## config.mk

```make
export PLATFORM = sky130hd
export DESIGN_NAME = ca3_theta_scheduler
export DESIGN_NICKNAME = d
export VERILOG_FILES = /design/src/rtl/ca3_theta_scheduler.sv
export SDC_FILE = /design/constraint.sdc
export NUM_CORES = 1
export LEC_CHECK = 0
export CAP_MARGIN = 25
export CORE_MARGIN = 2
export CORE_UTILIZATION = 35
export CTS_CLUSTER_DIAMETER = 200
export DETAILED_ROUTE_END_ITERATION = 6
export PLACE_DENSITY = 0.69
export SYNTH_ARGS = -nofsm -noshare
export SYNTH_HDL_FRONTEND = slang
export SYNTH_SLANG_ARGS = --single-unit
```

## constraint.sdc

```tcl
create_clock -name clk -period 2.9 [get_ports clk]
set_input_delay 0.725 -clock clk [delete_from_list [all_inputs] [get_ports clk]]
set_output_delay 0.725 -clock clk [all_outputs]
set_load 0.05 [all_outputs]
```

## src/rtl/ca3_theta_scheduler.sv

```systemverilog
// rtl/ca3_theta_scheduler.sv - theta-phase sequencer and round-robin arbiter in front of ca3_phase_memory
module ca3_theta_scheduler #(
    parameter int WIDTH       = 18,
    parameter int N_UNITS     = 6,
    parameter int PEAK_TH     = 12288,
    parameter int TROUGH_TH   = -12288,
    parameter int HYST        = 4096,
    parameter int LEARN_HOLD  = 50,
    parameter int RECALL_HOLD = 20,
    parameter int TIMEOUT     = 2000
) (
    input  logic                   clk,
    input  logic                   rst_n,
    input  logic                   clk_en,
    input  logic [WIDTH-1:0]       theta_x,
    input  logic [1:0]             req_valid,
    input  logic [1:0]             req_mode,
    input  logic [2*N_UNITS-1:0]   req_pattern,
    output logic [1:0]             req_ready,
    output logic [N_UNITS-1:0]     mem_pattern,
    input  logic [N_UNITS-1:0]     mem_phase_pattern,
    output logic                   rsp_valid,
    input  logic                   rsp_ready,
    output logic                   rsp_id,
    output logic                   rsp_err,
    output logic [N_UNITS-1:0]     rsp_pattern,
    output logic                   busy,
    output logic [2:0]             state_dbg
);

    typedef enum logic [2:0] {
        IDLE        = 3'd0,
        WAIT_PEAK   = 3'd1,
        LEARN       = 3'd2,
        WAIT_TROUGH = 3'd3,
        RECALL      = 3'd4,
        RESPOND     = 3'd5
    } state_t;

    // One counter serves both the window wait and the pattern hold.
    localparam int HOLD_MAX = (LEARN_HOLD > RECALL_HOLD) ? LEARN_HOLD : RECALL_HOLD;
    localparam int CNT_MAX  = (TIMEOUT > HOLD_MAX) ? TIMEOUT : HOLD_MAX;
    localparam int CW       = $clog2(CNT_MAX + 1);

    localparam logic signed [WIDTH-1:0] PEAK_ENTER   = WIDTH'(PEAK_TH);
    localparam logic signed [WIDTH-1:0] PEAK_EXIT    = WIDTH'(PEAK_TH - HYST);
    localparam logic signed [WIDTH-1:0] TROUGH_ENTER = WIDTH'(TROUGH_TH);
    localparam logic signed [WIDTH-1:0] TROUGH_EXIT  = WIDTH'(TROUGH_TH + HYST);

    state_t               state, state_n;
    logic                 in_peak, in_trough;
    logic                 peak_next, trough_next;
    logic                 peak_evt, trough_evt;
    logic                 rr_ptr, rr_n;
    logic                 lat_id, id_n;
    logic [N_UNITS-1:0]   lat_pattern, pat_n;
    logic [CW-1:0]        cnt, cnt_n;
    logic [N_UNITS-1:0]   mem_n, rp_n;
    logic                 rv_n, re_n;
    logic                 grant_id;
    logic signed [WIDTH-1:0] theta_s;

    assign theta_s   = theta_x;
    assign rsp_id    = lat_id;
    assign busy      = (state != IDLE);
    assign state_dbg = state;

    // Hysteretic window flags; an event is the rising edge of a flag on an update.
    always_comb begin
        peak_next   = in_peak   ? (theta_s >= PEAK_EXIT)   : (theta_s >= PEAK_ENTER);
        trough_next = in_trough ? (theta_s <= TROUGH_EXIT) : (theta_s <= TROUGH_ENTER);
        peak_evt    = clk_en & ~in_peak & peak_next;
        trough_evt  = clk_en & ~in_trough & trough_next;
        // A lone requester wins outright; a tie goes to rr_ptr.
        grant_id    = (req_valid == 2'b11) ? rr_ptr : req_valid[1];
    end

    // Window flag registers advance only on clk_en.
    always_ff @(posedge clk or negedge rst_n) begin
        if (!rst_n) begin
            in_peak   <= 1'b0;
            in_trough <= 1'b0;
        end else if (clk_en) begin
            in_peak   <= peak_next;
            in_trough <= trough_next;
        end
    end

    // Next-state, datapath next values and the combinational accept pulse.
    always_comb begin
        state_n   = state;
        rr_n      = rr_ptr;
        id_n      = lat_id;
        pat_n     = lat_pattern;
        cnt_n     = cnt;
        mem_n     = mem_pattern;
        rv_n      = rsp_valid;
        re_n      = rsp_err;
        rp_n      = rsp_pattern;
        req_ready = 2'b00;
        case (state)
            IDLE: begin
                if (|req_valid) begin
                    req_ready = grant_id ? 2'b10 : 2'b01;
                    rr_n      = ~grant_id;
                    id_n      = grant_id;
                    pat_n     = grant_id ? req_pattern[2*N_UNITS-1:N_UNITS]
                                         : req_pattern[N_UNITS-1:0];
                    cnt_n     = '0;
                    state_n   = req_mode[grant_id] ? WAIT_TROUGH : WAIT_PEAK;
                end
            end
            WAIT_PEAK, WAIT_TROUGH: begin
                if (clk_en) begin
                    if ((state == WAIT_PEAK) ? peak_evt : trough_evt) begin
                        mem_n   = lat_pattern;
                        cnt_n   = CW'(1);
                        state_n = (state == WAIT_PEAK) ? LEARN : RECALL;
                    end else if (cnt == CW'(TIMEOUT - 1)) begin
                        re_n    = 1'b1;
                        rp_n    = '0;
                        rv_n    = 1'b1;
                        state_n = RESPOND;
                    end else begin
                        cnt_n = cnt + CW'(1);
                    end
                end
            end
            LEARN, RECALL: begin
                if (clk_en) begin
                    if (cnt == ((state == LEARN) ? CW'(LEARN_HOLD) : CW'(RECALL_HOLD))) begin
                        mem_n   = '0;
                        rp_n    = (state == LEARN) ? lat_pattern : mem_phase_pattern;
                        rv_n    = 1'b1;
                        state_n = RESPOND;
                    end else begin
                        cnt_n = cnt + CW'(1);
                    end
                end
            end
            RESPOND: begin
                if (rsp_ready) begin
                    rv_n    = 1'b0;
                    re_n    = 1'b0;
                    state_n = IDLE;
                end
            end
            default: state_n = IDLE;
        endcase
    end

    // State and datapath registers.
    always_ff @(posedge clk or negedge rst_n) begin
        if (!rst_n) begin
            state       <= IDLE;
            rr_ptr      <= 1'b0;
            lat_id      <= 1'b0;
            lat_pattern <= '0;
            cnt         <= '0;
            mem_pattern <= '0;
            rsp_valid   <= 1'b0;
            rsp_err     <= 1'b0;
            rsp_pattern <= '0;
        end else begin
            state       <= state_n;
            rr_ptr      <= rr_n;
            lat_id      <= id_n;
            lat_pattern <= pat_n;
            cnt         <= cnt_n;
            mem_pattern <= mem_n;
            rsp_valid   <= rv_n;
            rsp_err     <= re_n;
            rsp_pattern <= rp_n;
        end
    end

endmodule

```

== After elaboration in Yosys (flattened, before gate mapping) ==
Index checks and enable logic that the tools add are counted.
Storage, ports and cells
  register bits: 38
  output and inout port bits: 21
  logic and storage cells: 107
  input bits: 44
Operators by class
  reductions and logical operators: 16
  bitwise operators: 7
  $add $sub $neg: 1
  eq/ne operators: 19
  muxes and demuxes: 48
  $lt $le $gt $ge: 5
Operators by type and width (count)
  6-bit 2-to-1 mux: 12
  11-bit 2-to-1 mux: 6
  18-bit by 15-bit >= comparator with 1-bit output (second input constant): 2
  11-bit case mux with 3 select lines: 1
  3-bit 2-to-1 mux: 8
  6-bit case mux with 2 select lines: 2
  18-bit by 14-bit <= comparator with 1-bit output (second input constant): 1
  18-bit by 15-bit <= comparator with 1-bit output (second input constant): 1
  2-bit != test (second input constant): 9
  6-bit AND reduction: 3
  1-bit 2-to-1 mux: 12
  3-bit case mux with 4 select lines: 1
  11-bit by 1-bit adder with 11-bit output (second input constant): 1
  11-bit == test (second input constant): 1
  11-bit by 6-bit == test with 1-bit output: 1
  5-bit AND reduction: 2
  3-bit nonzero test: 3
  2-bit 2-to-1 mux: 4
  7-bit AND reduction: 1
  3-bit by 2-bit == test with 1-bit output (second input constant): 2
  3-bit == test (second input constant): 2
  3-bit != test (second input constant): 2
  2-bit OR reduction: 3
  1-bit bitwise AND: 4
  9 further kinds: 12

== Depth between registers and ports, before layout ==
  depth after elaboration: 7
  depth in mapped cells: 8
  gate-level depth less buffers: 7

== Worst setup path after synthesis ==
No wires, ideal clock.
  path kind: register to output
  start: register state[0], in the netlist state_dbg[0]
  end: output port req_ready[1]
  arrival: 2276 ps
  data required time: 2175 ps
  stages on the path, launching flop included: 5
  buffers on the path: 1
  slack: -101 ps
  cell sequence: dfrtp_1 clkbuf_4 nor2_1 nand2_1 nor2_1
Between the ends
  word-level cells in the longest chain between the ends: 2
Ends and longest elaborated chain
  from (decl): RTL line 50  | state_t state, state_n;
  from (signal assigned): RTL line 165  | state <= state_n;
  3-bit zero test: RTL line 101  | case (state)
  2-bit 2-to-1 mux: RTL line 101
  to (decl): RTL line 19  | output logic [1:0] req_ready,
Every way passes these cells.

== Worst setup path after layout ==
  start: input port theta_x[17]
  end: register state[1], in the netlist state_dbg[1]
Between the ends
  word-level cells in the longest chain between the ends: 7
  elaborated cells on any way between the ends: 14
  those cells by class: order compare: 4; eq/ne: 1; mux: 6; bitwise: 2; reduce/logical: 1
Ends and longest elaborated chain
  from (decl): RTL line 15  | input logic [WIDTH-1:0] theta_x,
  18-bit by 15-bit <= comparator with 1-bit output (tied with other cells): RTL line 71  | trough_next = in_trough ? (theta_s <= TROUGH_EXIT) : (theta_s <= TROUGH_ENTER);
  1-bit 2-to-1 mux, on equally long branches: RTL line 71, 70
  1-bit bitwise AND, on equally long branches: RTL line 73, 72
  1-bit 2-to-1 mux *: RTL line 115  | if ((state == WAIT_PEAK) ? peak_evt : trough_evt) begin
  3-bit 2-to-1 mux: RTL line 115
  3-bit 2-to-1 mux: RTL line 114  | if (clk_en) begin
  3-bit case mux with 4 select lines: RTL line 101
Every way passes the cells marked *; elsewhere a longest branch is shown, timed or not. The select of a mux whose other input is x is not followed.
A chain may end at the register's enable or synchronous reset.

==> flow_summary.json <==
{
  "final_nets": 379,
  "ios": 65,
  "postCtsSetupBuffers": 0,
  "hold_class": "reg -> reg",
  "outcome": "finished clean",
  "die_h_um": 86.2,
  "async_flop_share_pct": 100,
  "coreArea_sq_mm": 0.00646,
  "dpl_cell_area_sq_mm": 0.00319,
  "final_design_area_no_fill_sq_mm": 0.00328,
  "layout-drive-gt1-share_pct": 16.1,
  "synthesis.nets": 297,
  "avgSynthCellArea_sq_um": 9.38,
  "fmax_mhz": 361,
  "p_leak_nw": 1.44,
  "muxShareOfSynthArea_pct": 11.2,
  "intPower_mw": 1.62,
  "yosysTopAreaCellShare_pct": 40.2,
  "synthFlopType": "dfrtp_1",
  "cts_htree_levels": 2,
  "synth_xor_area_share_pct": 0,
  "r2r_cells": 7,
  "worst_slack_ps": 134,
  "path_class": "in -> reg",
  "start_util_pct": 36.6,
  "arrival_ps": 2940,
  "ant_nets": 0,
  "cts_made_buffers": 5,
  "clkSinkCount": 38,
  "holdPathEnd": "rsp_err",
  "wirelength_mm": 6.12,
  "timing.hold.ws_ps": 490,
  "yosysUniqueCellTypes": 59,
  "setup_viol": 0,
  "syn_area_sq_mm": 0.00236,
  "place_ws_ps": -206,
  "grt_overflow_total": 0,
  "fp-row-count": 29,
  "ys_seq_area_share_pct": 40.2,
  "grt_pass1_vias": 2019,
  "port_buffers": 64,
  "routed_via_density": 5.42,
  "cp-start-kind": "input port",
  "period_share_pct": 95.4,
  "yosysWarnings": 0,
  "max_cap_violations": 0,
  "die_w_um": 86.2,
  "swShare_pct": 46.0,
  "gp_congestion": 0.841,
  "drt_iter0_drc": 119,
  "holdCritStartpoint": "rsp_err",
  "r2r_start": "state_dbg[1]",
  "finalMaxSlewViolations": 0,
  "skew_ps": 4.06,
  "fin_crit_ps": 2770,
  "root_buffer": "clkbuf_8",
  "grt_max_degree": 39,
  "p_per_area_mw_per_mm2": 912,
  "combPwrFrac_pct": 58.5,
  "synth-simple-area-share_pct": 21.6,
  "rsz0062_at_grt": "false",
  "synth_compound_area_share_pct": 21.2,
  "whs_path_depth": 2,
  "dr.pass1.iters": 4,
  "antenna_found_initial": 0,
  "yosysTopAreaCell": "dfrtp_1",
  "synth_edf_count": 0,
  "p_seq_share_pct": 28.8,
  "clk_latency_ps": 290,
  "switching_power_mw": 1.38,
  "max-slew-margin-rel_pct": 42.6,
  "worst_ir_drop_vdd_uv": 319,
  "critPathMaxFanout": 7,
  "hold_viol": 0,
  "synth.most_common_cell": "dfrtp_1",
  "r2r-end": "state_dbg[1]",
  "synth.area.top_cells": "dfrtp_1 40%, mux2i_1 5.9%, mux2_2 4.3%, nor2_1 3.7%, nand2_1 3.5%",
  "endpoint_kind": "flip-flop",
  "grt_pass1_wl_mm": 9.78,
  "reg2reg_setup_slack_ps": 360,
  "num_antenna_cells": 0,
  "vias": 2234,
  "drc": 0,
  "cts_tree": "done",
  "pwr-share-clk_pct": 12.7,
  "ys_ff_latch": 38,
  "wire_per_inst_um": 14.9,
  "grt_usage_pct": 16.8,
  "clk_pin_slew_worst_paths_ps": 70,
  "worst_pin_slew_ps": 861,
  "tns_ps": 0,
  "area_delta_synth_final_pct": 38.7,
  "synth_top_family_by_area": "simple AND/OR/NAND/NOR gates",
  "required_ps": 3080,
  "design.die.area_sq_mm": 0.00743,
  "dp_hpwl_mm": 4.63,
  "netlist_instances": 252,
  "clockBufferDepth": 2,
  "synth_fa_ha_area_share_pct": 0.529,
  "synth_common_cells": "38 x dfrtp_1, 23 x nor2_1, 22 x nand2_1, 15 x o21ai_0, 14 x mux2i_1"
}
[per-layer routing]
metal  routed length [um]  up-vias  part of all wire, %  GRT usage (%)
li1                     -     1102                    -              -
met4                  147        0                  2.4           7.39
met1                 2780     1056                   45           21.8
met3                  338       11                  5.5           3.52
met2                 2860       65                   47           27.0
met5                    0        -                    0              0
[registers in the layout, indices dropped and copies added (netlist names)]
name and flops:
rsp_valid 1, rsp_err 1, rr_ptr 1, lat_pattern 6
in_trough 1, mem_pattern 6, cnt 11, state_dbg 3
rsp_pattern 6, in_peak 1, rsp_id 1
[worst max path at each step]
stage,startpoint,to,depth (start not counted)
finish,theta_x[17],state_dbg[1],8
global route,theta_x[4],mem_pattern[3],9
CTS,theta_x[17],cnt[10],7
detailed placement,theta_x[17],cnt[10],7
global placement,theta_x[17],cnt[10],7
floorplan,req_valid[0],req_ready[0],3
[cells by family (layout without fill, tap and decap cells)]
kind of cell | after synthesis | in the layout
mux | 24 | 24
fa+ha+maj | 1 | 1
compound gates | 72 | 72
flops | 38 | 38
simple gates | 94 | 94
buf+inv | 23 | 106
[worst max-delay path: stages]
cell	delay (ps)
clkdlybuf4s50_1	470
or4b_1	480
a21oi_1	170
nand2b_1	260
nor2_1	110
a211oi_1	230
buf_4	160
mux2_2	330
[stage by stage]
stage                     utilization, %  instances  power [mW]
after floorplan                        -        252        2.04
after global placement              49.3        404        2.59
after detailed placement            49.3        404        2.62
after CTS                           50.8        412        3.00
after global routing                50.8        412        3.19
final                               50.8        412        2.99
[power by group through the flow]
stage,registers (mW),clock network (mW),logic (mW)
after floorplan,1.12,0,0.916
after global placement,0.863,0,1.72
after detailed placement,0.869,0,1.75
after CTS,0.858,0.390,1.75
after global routing,0.885,0.417,1.89
final,0.862,0.380,1.75
[cell type report]
type | count | area [sq um]
fillers | 595 | 3180
multi-input cells | 191 | 1290
flip-flops and latches | 38 | 951
repair buffers | 85 | 798
well taps | 77 | 96.3
clock buffers | 7 | 86.3
inverters | 13 | 48.8
clock inverters | 1 | 5.00
[cell usage in the layout, fill, tap and decap left out, types with 3 or more instances in the layout]
cell,netlist,layout
dfrtp_1,38,38
a21oi_1,9,9
a22o_1,8,8
a21o_1,6,6
nand3_1,10,10
o21bai_1,4,4
clkdlybuf4s50_1,0,60
nor4_1,8,8
o21ai_0,15,15
nor2b_1,7,7
nand2_1,22,22
nor3_1,3,3
a22oi_1,7,7
inv_1,13,13
and3_1,4,4
buf_4,2,23
nor2_1,23,21
mux2_2,9,9
clkbuf_8,1,6
mux2i_1,14,14
[timing repair]
item	CTS	global route
endpoints found under the setup margin	0	10
resized for setup	0	1
hold buffers	0	0
(Power assumes the default switching activity.)
